## src/rtl/alu_arbiter_pkg.sv

```systemverilog
// Shared definitions for the ALU arbiter: ALU op codes, default data width
// and the 2-bit FSM state encoding.
package alu_arbiter_pkg;

  localparam int unsigned DEFAULT_WIDTH = 8;

  typedef enum logic [1:0] {
    OP_ADD  = 2'b00,
    OP_SUB  = 2'b01,
    OP_MULT = 2'b10,
    OP_DIV  = 2'b11
  } alu_op_e;

  typedef enum logic [1:0] {
    ST_IDLE    = 2'b00,
    ST_ISSUE   = 2'b01,
    ST_WAIT    = 2'b10,
    ST_RESPOND = 2'b11
  } state_e;

endpackage

```

## src/rtl/alu_arbiter_rr_arb2.sv

```systemverilog
// Two-way round-robin arbiter: combinational grant from two valids and a
// pointer; the pointer moves to the other requester on every accept.
module rr_arb2 (
  input  logic clk,
  input  logic rst_n,
  input  logic valid0,
  input  logic valid1,
  input  logic accept,
  output logic grant_any,
  output logic grant_idx
);

  logic ptr;

  always_comb begin
    grant_any = valid0 | valid1;
    if (valid0 && valid1) grant_idx = ptr;
    else                  grant_idx = valid1;
  end

  always_ff @(posedge clk or negedge rst_n) begin
    if (!rst_n)      ptr <= 1'b0;
    else if (accept) ptr <= ~grant_idx;
  end

endmodule

```

## src/rtl/alu_arbiter.sv

```systemverilog
// Shares one clocked ALU between two requesters: round-robin accept, one
// ENABLE pulse, fixed-latency wait, then a held response to the owner.
module alu_arbiter
  import alu_arbiter_pkg::*;
#(
  parameter int unsigned WIDTH       = DEFAULT_WIDTH,
  parameter int unsigned ALU_LATENCY = 1
) (
  input  logic             CLK,
  input  logic             RESET,
  input  logic             req0_valid,
  input  logic             req1_valid,
  output logic             req0_ready,
  output logic             req1_ready,
  input  logic [WIDTH-1:0] req0_a,
  input  logic [WIDTH-1:0] req0_b,
  input  logic [WIDTH-1:0] req1_a,
  input  logic [WIDTH-1:0] req1_b,
  input  logic [1:0]       req0_op,
  input  logic [1:0]       req1_op,
  output logic             resp0_valid,
  output logic             resp1_valid,
  input  logic             resp0_ready,
  input  logic             resp1_ready,
  output logic [WIDTH-1:0] resp_result,
  output logic             resp_carry,
  output logic [3:0]       resp_flags,
  output logic             resp_err,
  output logic [WIDTH-1:0] alu_operand_a,
  output logic [WIDTH-1:0] alu_operand_b,
  output logic [1:0]       alu_operation,
  output logic             alu_enable,
  input  logic [WIDTH-1:0] alu_result,
  input  logic             alu_carry_out,
  input  logic [3:0]       alu_flags,
  output logic             busy,
  output logic             owner
);

  localparam int unsigned CNT_W = 4;

  state_e           state, state_next;
  logic [CNT_W-1:0] wait_cnt;
  logic             grant_any, grant_idx, accept, div_zero, owner_ready;
  logic [WIDTH-1:0] sel_a, sel_b;
  logic [1:0]       sel_op;

  rr_arb2 u_arb (
    .clk      (CLK),
    .rst_n    (RESET),
    .valid0   (req0_valid),
    .valid1   (req1_valid),
    .accept   (accept),
    .grant_any(grant_any),
    .grant_idx(grant_idx)
  );

  // Ready is gated by RESET so both readies read 0 while reset is held.
  assign accept     = RESET && (state == ST_IDLE) && grant_any;
  assign req0_ready = accept && !grant_idx;
  assign req1_ready = accept &&  grant_idx;

  assign sel_a       = grant_idx ? req1_a  : req0_a;
  assign sel_b       = grant_idx ? req1_b  : req0_b;
  assign sel_op      = grant_idx ? req1_op : req0_op;
  assign div_zero    = (sel_op == OP_DIV) && (sel_b == '0);
  assign owner_ready = owner ? resp1_ready : resp0_ready;

  assign alu_enable  = (state == ST_ISSUE);
  assign busy        = (state != ST_IDLE);
  assign resp0_valid = (state == ST_RESPOND) && !owner;
  assign resp1_valid = (state == ST_RESPOND) &&  owner;

  always_ff @(posedge CLK or negedge RESET) begin
    if (!RESET) state <= ST_IDLE;
    else        state <= state_next;
  end

  always_comb begin
    state_next = state;
    case (state)
      ST_IDLE:    if (accept) state_next = div_zero ? ST_RESPOND : ST_ISSUE;
      ST_ISSUE:   state_next = ST_WAIT;
      ST_WAIT:    if (wait_cnt == '0) state_next = ST_RESPOND;
      ST_RESPOND: if (owner_ready) state_next = ST_IDLE;
      default:    state_next = ST_IDLE;
    endcase
  end

  // Divide-by-zero fills the response at accept time and never loads the ALU.
  always_ff @(posedge CLK or negedge RESET) begin
    if (!RESET) begin
      owner         <= 1'b0;
      alu_operand_a <= '0;
      alu_operand_b <= '0;
      alu_operation <= '0;
      wait_cnt      <= '0;
      resp_result   <= '0;
      resp_carry    <= 1'b0;
      resp_flags    <= '0;
      resp_err      <= 1'b0;
    end else begin
      if (accept) begin
        owner <= grant_idx;
        if (div_zero) begin
          resp_result <= '0;
          resp_carry  <= 1'b0;
          resp_flags  <= '0;
          resp_err    <= 1'b1;
        end else begin
          alu_operand_a <= sel_a;
          alu_operand_b <= sel_b;
          alu_operation <= sel_op;
        end
      end
      if (state == ST_ISSUE)
        wait_cnt <= CNT_W'(ALU_LATENCY - 1);
      else if (state == ST_WAIT && wait_cnt != '0)
        wait_cnt <= wait_cnt - CNT_W'(1);
      if (state == ST_WAIT && wait_cnt == '0) begin
        resp_result <= alu_result;
        resp_carry  <= alu_carry_out;
        resp_flags  <= alu_flags;
        resp_err    <= 1'b0;
      end
    end
  end

endmodule

```

## config.mk

```make
export PLATFORM = sky130hd
export DESIGN_NAME = alu_arbiter
export DESIGN_NICKNAME = d
export VERILOG_FILES = /design/src/rtl/alu_arbiter_pkg.sv /design/src/rtl/alu_arbiter_rr_arb2.sv /design/src/rtl/alu_arbiter.sv
export SDC_FILE = /design/constraint.sdc
export NUM_CORES = 1
export LEC_CHECK = 0
export ABC_AREA = 1
export CORE_MARGIN = 3
export CORE_UTILIZATION = 42
export CTS_CLUSTER_DIAMETER = 150
export DETAILED_ROUTE_END_ITERATION = 16
export GPL_ROUTABILITY_DRIVEN = 0
export PLACE_DENSITY = 0.77
export SYNTH_ARGS = -nofsm -noshare
export SYNTH_HDL_FRONTEND = slang
export SYNTH_HIERARCHICAL = 1
export SYNTH_SLANG_ARGS = --single-unit
```

## constraint.sdc

```tcl
create_clock -name CLK -period 2 [get_ports CLK]
set_input_delay 0.4 -clock CLK [delete_from_list [all_inputs] [get_ports CLK]]
set_output_delay 0.4 -clock CLK [all_outputs]
set_load 0.02 [all_outputs]
```

# ---- After elaboration in Yosys (flattened, before gate mapping)
# Cells that the tools add are included.
dict set report totals {
  in_bits 55
  word_cells 69
  register_bits 40
}
dict set report op_classes {
  addsub 1
  bitwise_logic 3
  eq_ne 7
  muxes 24
  reduce_logical 23
}
# op count
set op_table {}
lappend op_table {{$mux 8} 5}
lappend op_table {{$mux 4} 5}
lappend op_table {{$logic_and 1x1->1} 10}
lappend op_table {{$mux 2} 5}
lappend op_table {{$logic_not 8->1} 1}
lappend op_table {{$mux 1} 8}
lappend op_table {{$pmux 2 s4} 1}
lappend op_table {{$reduce_bool 2->1} 4}
lappend op_table {{$eq 2x2->1 const B} 3}
lappend op_table {{$ne 2x2->1 const B} 3}
lappend op_table {{$logic_not 4->1} 1}
lappend op_table {{$reduce_and 2->1} 2}
lappend op_table {{$reduce_bool 4->1} 1}
lappend op_table {{$sub 4x1->4 const B} 1}
lappend op_table {{$reduce_and 3->1} 1}
lappend op_table {{$eq 2x1->1 const B} 1}
lappend op_table {{$logic_not 1->1} 2}
lappend op_table {{$logic_not 2->1} 1}
lappend op_table {{$not 1->1} 2}
lappend op_table {{$or 1x1->1} 1}

# ---- Longest topological paths before layout
# Gate-level depths: netlist (run 1).
dict set report logic_depth {
  word_depth 8
  ltp_mapped 14
  mapped_depth_nobuf 13
}

# ---- Cells and area by module
# Netlist (run 1), hierarchy kept.
# mod instances area_per_inst_um2 cells_each
set modules_own_cells {}
lappend modules_own_cells {alu_arbiter 1 2055.7 273}
lappend modules_own_cells {rr_arb2 1 60.1 9}

# ---- Worst setup path before layout (run 1)
# No wires, ideal clock.
dict set report synth_path {
  path_type {input port to flip-flop}
  start {in req0_valid}
  end {reg resp_flags[2]}
  setup_slack_ns 0.347
  t_arrival_ns 1.535
  path_buffers 2
  cell_stages 11
  required_ns 1.882
  cell_sequence {nand2_1 nand2_1 inv_1 buf_4 nand2_1 nand2_1 nor2_1 nand4_2 buf_2 nand3_1 nand2_1}
}
dict set report synth_via {
  elab_chain_cells 7
  word_cells_on_any_way 12
  cone_classes {1 x eq/ne; 3 x mux; 1 x bitwise; 7 x reduce/logical}
}
# element line
set synth_lines {}
lappend synth_lines {{start, declared} alu_arbiter.sv:11} ;# input logic req0_valid,
lappend synth_lines {{$logic_and 1x1->1 *} alu_arbiter_rr_arb2.sv:17} ;# if (valid0 && valid1) grant_idx = ptr;
lappend synth_lines {{$mux 1 *} alu_arbiter_rr_arb2.sv:17}
lappend synth_lines {{named net grant_idx} alu_arbiter.sv:44} ;# logic grant_any, grant_idx, accept, div_zero, owner_ready;
lappend synth_lines {{$mux 8 or $mux 2 (tied branches)} {alu_arbiter.sv:64, alu_arbiter.sv:65}}
lappend synth_lines {{$logic_not 8->1 or $eq 2x2->1 (tied branches)} alu_arbiter.sv:66} ;# assign div_zero = (sel_op == OP_DIV) && (sel_b == '0);
lappend synth_lines {{$logic_and 1x1->1 *} alu_arbiter.sv:66}
lappend synth_lines {{$reduce_bool 2->1 (no source line) *} n/a}
lappend synth_lines {{$reduce_and 2->1 (no source line) *} n/a}
lappend synth_lines {{end signal, assigned} alu_arbiter.sv:123} ;# resp_flags <= alu_flags;
lappend synth_lines {{end, declared} alu_arbiter.sv:27} ;# output logic [3:0] resp_flags,
# Mark *: on every way through the listed nets, which the timed path passes. The rest lies on a longest branch.
# A chain may end at the register's enable or synchronous reset.

# ---- Worst setup path after layout (run 1)
dict set report layout_path {
  start {reg u_arb.ptr}
  end {reg alu_operation[0]}
}
dict set report layout_via {
  elab_chain_cells 6
  word_cells_on_any_way 8
  cone_classes {1 x eq/ne; 3 x mux; 1 x bitwise; 3 x reduce/logical}
}
# element line
set layout_lines {}
lappend layout_lines {{start, declared} alu_arbiter_rr_arb2.sv:13} ;# logic ptr;
lappend layout_lines {{start signal, assigned} alu_arbiter_rr_arb2.sv:23} ;# else if (accept) ptr <= ~grant_idx;
lappend layout_lines {{$mux 1 *} alu_arbiter_rr_arb2.sv:17}
lappend layout_lines {{named net grant_idx} alu_arbiter.sv:44}
lappend layout_lines {{$mux 8 or $mux 2 (tied branches)} {alu_arbiter.sv:64, alu_arbiter.sv:65}}
lappend layout_lines {{$logic_not 8->1 or $eq 2x2->1 (tied branches)} alu_arbiter.sv:66}
lappend layout_lines {{$logic_and 1x1->1} alu_arbiter.sv:66}
lappend layout_lines {{$not 1->1 (no source line)} n/a}
lappend layout_lines {{$reduce_and 2->1 (no source line)} n/a}
lappend layout_lines {{end signal, assigned} alu_arbiter.sv:113} ;# alu_operation <= sel_op;
lappend layout_lines {{end, declared} alu_arbiter.sv:31} ;# output logic [1:0] alu_operation,
# Marked as above.

==> impl_metrics.ini, run 1 <==
[pwr]
ir_worst_vdd_uv = 586
power_density_nw_per_um2 = 1230
p_leak_uw = 0.00184

[final_layout]
antenna_cells = 0
multi_input_area_sq_um = 1020
fill_cells = 364
seq_area_sq_um = 1000
instances_no_fill = 465
finalNetCount = 459
drive_above_1_share = 0.141
area_delta_synth_final_pct = 68.5

[die]
die_w_um = 77.0
core_area_sq_um = 4790
rows = 25
die_area_sq_um = 5930
top_level_ports = 94
start_util = 0.442
dieHeight_um = 77.0

[routing]
drc_errors = 0
route.antenna.remaining_nets = 0
drt_pass1_iterations = 4
wl_mm = 6.02
wire_per_inst_um = 12.9
num_vias = 2181
viasPerCell = 4.69
drtIter0Drc = 77

[synth]
yosysWarnings = 6
ys_types = 25
synth_edf_count = 0
synth_top_area_cell = dfrtp_1
syn-cell-area_sq_um = 2120
synth_most_common_cell = nand2_1
synth_fp_nets = 344
async_flop_share = 1.00
synthTopCellsByCount = 134 x nand2_1, 40 x dfrtp_1, 26 x inv_1, 26 x nand3_1, 12 x nor2_1
synthTopCellsByArea = dfrtp_1 47%, nand2_1 24%, nand3_1 6.2%, inv_1 4.6%, ha_1 4.1%
seq_area_frac_synth = 0.473
synth.top_cell.area_share = 0.473
synth_area_per_cell_sq_um = 7.50
synth_ff_type = dfrtp_1
synth-seq-cells = 40
synth_cells = 282

[setup_path]
worstPathArrival_ns = 2.07
r2r_slack_ns = 0.11
r2r-start = u_arb/ptr
critPathKind = reg2reg
critPathMaxFanout = 6
critical_path_required_ns = 2.17
endpoint_kind = flip-flop
startpoint_type = flip-flop
setup.worst_path.start = u_arb/ptr

[cts]
clock_latency_ns = 0.29
cts_tree = built
clockRootBuffer = clkbuf_8
clockBufferDepth = 2
numClockSinks = 40
h-tree-depth = 2
numCtsBuffers = 5
cts.clk_slew.worst_paths_ns = 0.08

[global_route]
grt_pass1_wl_mm = 9.25
grt-ovfl-total = 0
grt_max_degree = 41
first_global_vias = 2047
antenna_found_initial = 0
grt_usage = 0.194

[min_path]
hold_path.class = in2async

[timing]
report.final.slew_viol_count = 0
hold_viol = 0
fin_crit_ns = 1.89
relSlewSlack = 0.661
fmax_ghz = 0.528
hold_slack_ns = 0.228
setup_viol = 0
timing.final.crit_share = 0.947
worstMarginPinSlew_ns = 0.509
finalClockSkew_ns = 0.00445

[place]
hpwlAfterDp_mm = 4.16
portBuffers = 93
place_inst = 451

[job]
max_cap_viol_count = 0

[outcome]
outcome = finished clean
[what timing repair did]
action | CTS | global route
gates resized for setup | 13 | 29
pin swaps | 2 | 7
gates cloned | 0 | 3
buffers inserted | 0 | 3
setup endpoints to repair | 31 | 36
endpoints found under the hold margin | 0 | 0
hold buffers | 0 | 0
[path summary, 6_finish.rpt]
check                              endpoint  cells after the start
setup reg to reg           alu_operation[0]                     12
setup / recovery           alu_operation[0]                     12
min in group CLK                wait_cnt[3]                      1
max in group asynchronous  alu_operand_b[6]                      2
hold reg to reg                 wait_cnt[3]                      1
hold / removal                  wait_cnt[1]                      2
[cells by family (layout without fill, tap and decap cells)]
family	count (synthesis)	in the layout	synth area share
buffers and inverters	37	153	0.0739
flip-flops	40	40	0.473
AND/OR/NAND/NOR	186	186	0.380
AO/OA/AOI/OAI	12	12	0.0313
adder cells (fa/ha/maj)	7	7	0.0414
[cells in the final DEF, fill, tap and decap left out, drive strengths merged, types with 2 or more instances in the layout]
master         count
nand2            135
clkdlybuf4s50     84
dfrtp             40
nand3             27
inv               25
buf               23
nor2              14
clkbuf             9
ha                 7
nand3b             6
o21ai              6
a21oi              3
dlymetal6s2s       3
dlygate4sd2        3
clkinv             3
clkdlybuf4s15      2
or2                2
[layer usage]
layer | up-vias | GRT usage | share of wire
met3 | 12 | 0.0775 | 0.074
met4 | 0 | 0.0552 | 0.020
met2 | 84 | 0.335 | 0.51
met5 | - | 0 | 0
met1 | 983 | 0.223 | 0.40
li1 | 1102 | - | -
[registers in the layout (all words and copies together), names as in the netlist]
register,flops
wait_cnt,4
resp_carry,1
alu_operation,2
owner,1
alu_operand_a,8
u_arb/ptr,1
resp_result,8
resp_flags,4
resp_err,1
state,2
alu_operand_b,8
[report_power, final]
group | internal, uW | switching [uW]
clock | 370 | 274
combinational | 1120 | 1300
sequential | 1140 | 182
total | 2630 | 1750
[cell type report]
class                           count  share of cell area
Sequential cell                    40               0.281
Clock buffer                        6              0.0204
Tap cell                           67              0.0235
Inverter                           27              0.0333
Multi-Input combinational cell    205               0.286
Clock inverter                      2             0.00983
Timing Repair Buffer              118               0.346
[through the flow]
stage	power, uW	worst slack [ns]	util	instance area, sq um	TNS, ns
after floorplan	2530	0.347	-	2120	0
after global placement	3590	-0.266	0.679	3250	-8.85
after detailed placement	3640	-0.318	0.679	3250	-10.54
after CTS	4300	0.00469	0.705	3370	0
after global routing	4680	-0.00514	0.745	3560	-0.00514
final	4390	0.106	0.745	3560	0
[worst max-delay path, stage by stage, from the launching register on]
cell       delay (ns)
dfrtp_1          0.36
inv_1            0.07
nand2_1          0.06
nand2_2          0.10
clkinv_4         0.11
clkbuf_16        0.18
o21ai_4          0.16
nand2_2          0.09
nor2_4           0.12
nand3_4          0.17
clkbuf_16        0.20
nand3_1          0.07
nand2_1          0.06
No activity file was read; power rests on OpenSTA's default activity.
==> run 2: changes to the inputs <==
--- a/config.mk
+++ b/config.mk
@@ -6,12 +6,14 @@
 export NUM_CORES = 1
 export LEC_CHECK = 0
 export ABC_AREA = 1
+export CORE_ASPECT_RATIO = 1.2
 export CORE_MARGIN = 3
 export CORE_UTILIZATION = 42
 export CTS_CLUSTER_DIAMETER = 150
 export DETAILED_ROUTE_END_ITERATION = 16
 export GPL_ROUTABILITY_DRIVEN = 0
 export PLACE_DENSITY = 0.77
+export SKIP_CTS_REPAIR_TIMING = 1
 export SYNTH_ARGS = -nofsm -noshare
 export SYNTH_HDL_FRONTEND = slang
 export SYNTH_HIERARCHICAL = 1
==> run 2 against run 1 <==
Worst hold slack lost 0.016 ns. Power shrank 3.6%. Largest cell class unchanged. Highest routed layer unchanged. Via count shrank 0.46%.
==> impl_metrics.ini, run 2 (same netlist as run 1, synthesis figures left out) <==
[outcome]
outcome = finished clean

[setup_path]
endpoint_kind = output port
r2r-end = alu_operand_b[4]
crit_slowest_cell = clkdlybuf4s50_1
r2r-start = state[0]
r2r_slack_ns = 0.19
worstPathArrival_ns = 1.56
startpoint_type = input port
cp_cell_sequence = clkdlybuf4s50_1 > nand2_2 > inv_4 > inv_6 > buf_4 > nor2_1 > clkbuf_2
slowest_delay_ns = 0.50
setup.worst_path.start = req1_valid
critPathKind = in2out
reg2regPathDepth = 9
critical_path_required_ns = 1.60
critPathMaxFanout = 5

[routing]
highest_layer = met4
viasPerCell = 4.80
wl_met1_mm = 2.21
drt_pass1_iterations = 4
wl_mm = 5.60
drtIter0Drc = 104
drc_errors = 0
route.antenna.remaining_nets = 0
wl_met3_um = 470
wl_met2_mm = 2.91
wire_per_inst_um = 12.4
num_vias = 2171

[timing]
finalClockSkew_ns = 0.00742
timing.final.crit_share = 0.980
relSlewSlack = 0.658
fin_crit_ns = 1.96
setup_viol = 0
worstMarginPinSlew_ns = 0.513
hold_viol = 0
fmax_ghz = 0.510
setup_slack_ns = 0.0394
report.final.slew_viol_count = 0

[global_route]
grt-ovfl-total = 0
grt_max_degree = 41
grt_usage = 0.186
grt_pass1_wl_mm = 9.00
first_global_vias = 2080
antenna_found_initial = 0

[final_layout]
multi_input_area_sq_um = 1020
layout_common_cells = 124 x nand2_1, 85 x clkdlybuf4s50_1, 40 x dfrtp_1
fill_cells = 378
final_common_cell = nand2_1
drive_above_1_share = 0.135
seq_area_sq_um = 1000
area_delta_synth_final_pct = 62.6
largest_registers = alu_operand_a: 8 flops, alu_operand_b: 8 flops, resp_result: 8 flops
finalNetCount = 455
antenna_cells = 0

[pwr]
ir_worst_vdd_uv = 551
power_density_nw_per_um2 = 1230
total_power_uw = 4230
p_leak_uw = 0.00182

[place]
hpwlAfterDp_mm = 4.16
portBuffers = 93
post-place-ws_ns = -0.290

[die]
rows = 27
core_area_sq_um = 4730
start_util = 0.447
dieHeight_um = 83.8
die_area_sq_um = 5930
top_level_ports = 94
die_w_um = 70.8

[cts]
clockRootBuffer = clkbuf_8
clock_latency_ns = 0.29
cts_tree = built
cts.clk_slew.worst_paths_ns = 0.08
clockBufferDepth = 2
h-tree-depth = 2
numCtsBuffers = 5
numClockSinks = 40

[min_path]
hold_path.class = in2async

[job]
max_cap_viol_count = 0
==> run 2: power by group <==
part / internal [uW] / switching (uW) / leakage [uW] / total [uW]
registers: 1140 / 183 / 0.000507 / 1330
logic: 1080 / 1260 / 0.00126 / 2350
clock network: 275 / 276 / 0.0000510 / 552
==> run 2: final cells by class <==
cell class                 instances  area share
clock buffer                       6      0.0240
clock inverter                     2     0.00291
inverter                          27      0.0316
multi-input combinational        205       0.296
sequential                        40       0.291
tap                               58      0.0211
timing repair buffer             114       0.333
==> run 2: per-layer routing <==
metal  track usage  up-vias
li1              -     1089
met1         0.211     1003
met2         0.336       77
met3        0.0566        2
met4        0.0427        0
met5             0        -
==> run 2: how the worst max path moves through the flow <==
stage	to	slack (ns)	depth (start not counted)
after global routing	alu_operand_b[4]	-0.04	12
after floorplan	resp_flags[2]	0.35	11
after detailed placement	req1_ready	-0.29	6
final	req1_ready	0.04	7
after CTS	req0_ready	-0.31	5
after global placement	req0_ready	-0.26	5
==> run 2: per-stage QoR <==
step / std cells / util / TNS, ns / hold slack [ns] / area [sq um]
6_report: 452 / 0.728 / 0 / 0.211 / 3440
5_1_grt: 452 / 0.728 / -0.320 / 0.257 / 3440
4_1_cts: 448 / 0.699 / -0.918 / 0.220 / 3300
3_5_place_dp: 440 / 0.679 / -9.08 / 0.456 / 3210
3_3_place_gp: 440 / 0.679 / -7.37 / 0.451 / 3210
2_1_floorplan: 282 / - / 0 / 0.104 / 2120
==> run 2: critical path, delay by kind of cell <==
kind | cells | cell delay (ns)
buffers and inverters | 5 | 0.98
AND/OR/NAND/NOR | 2 | 0.19
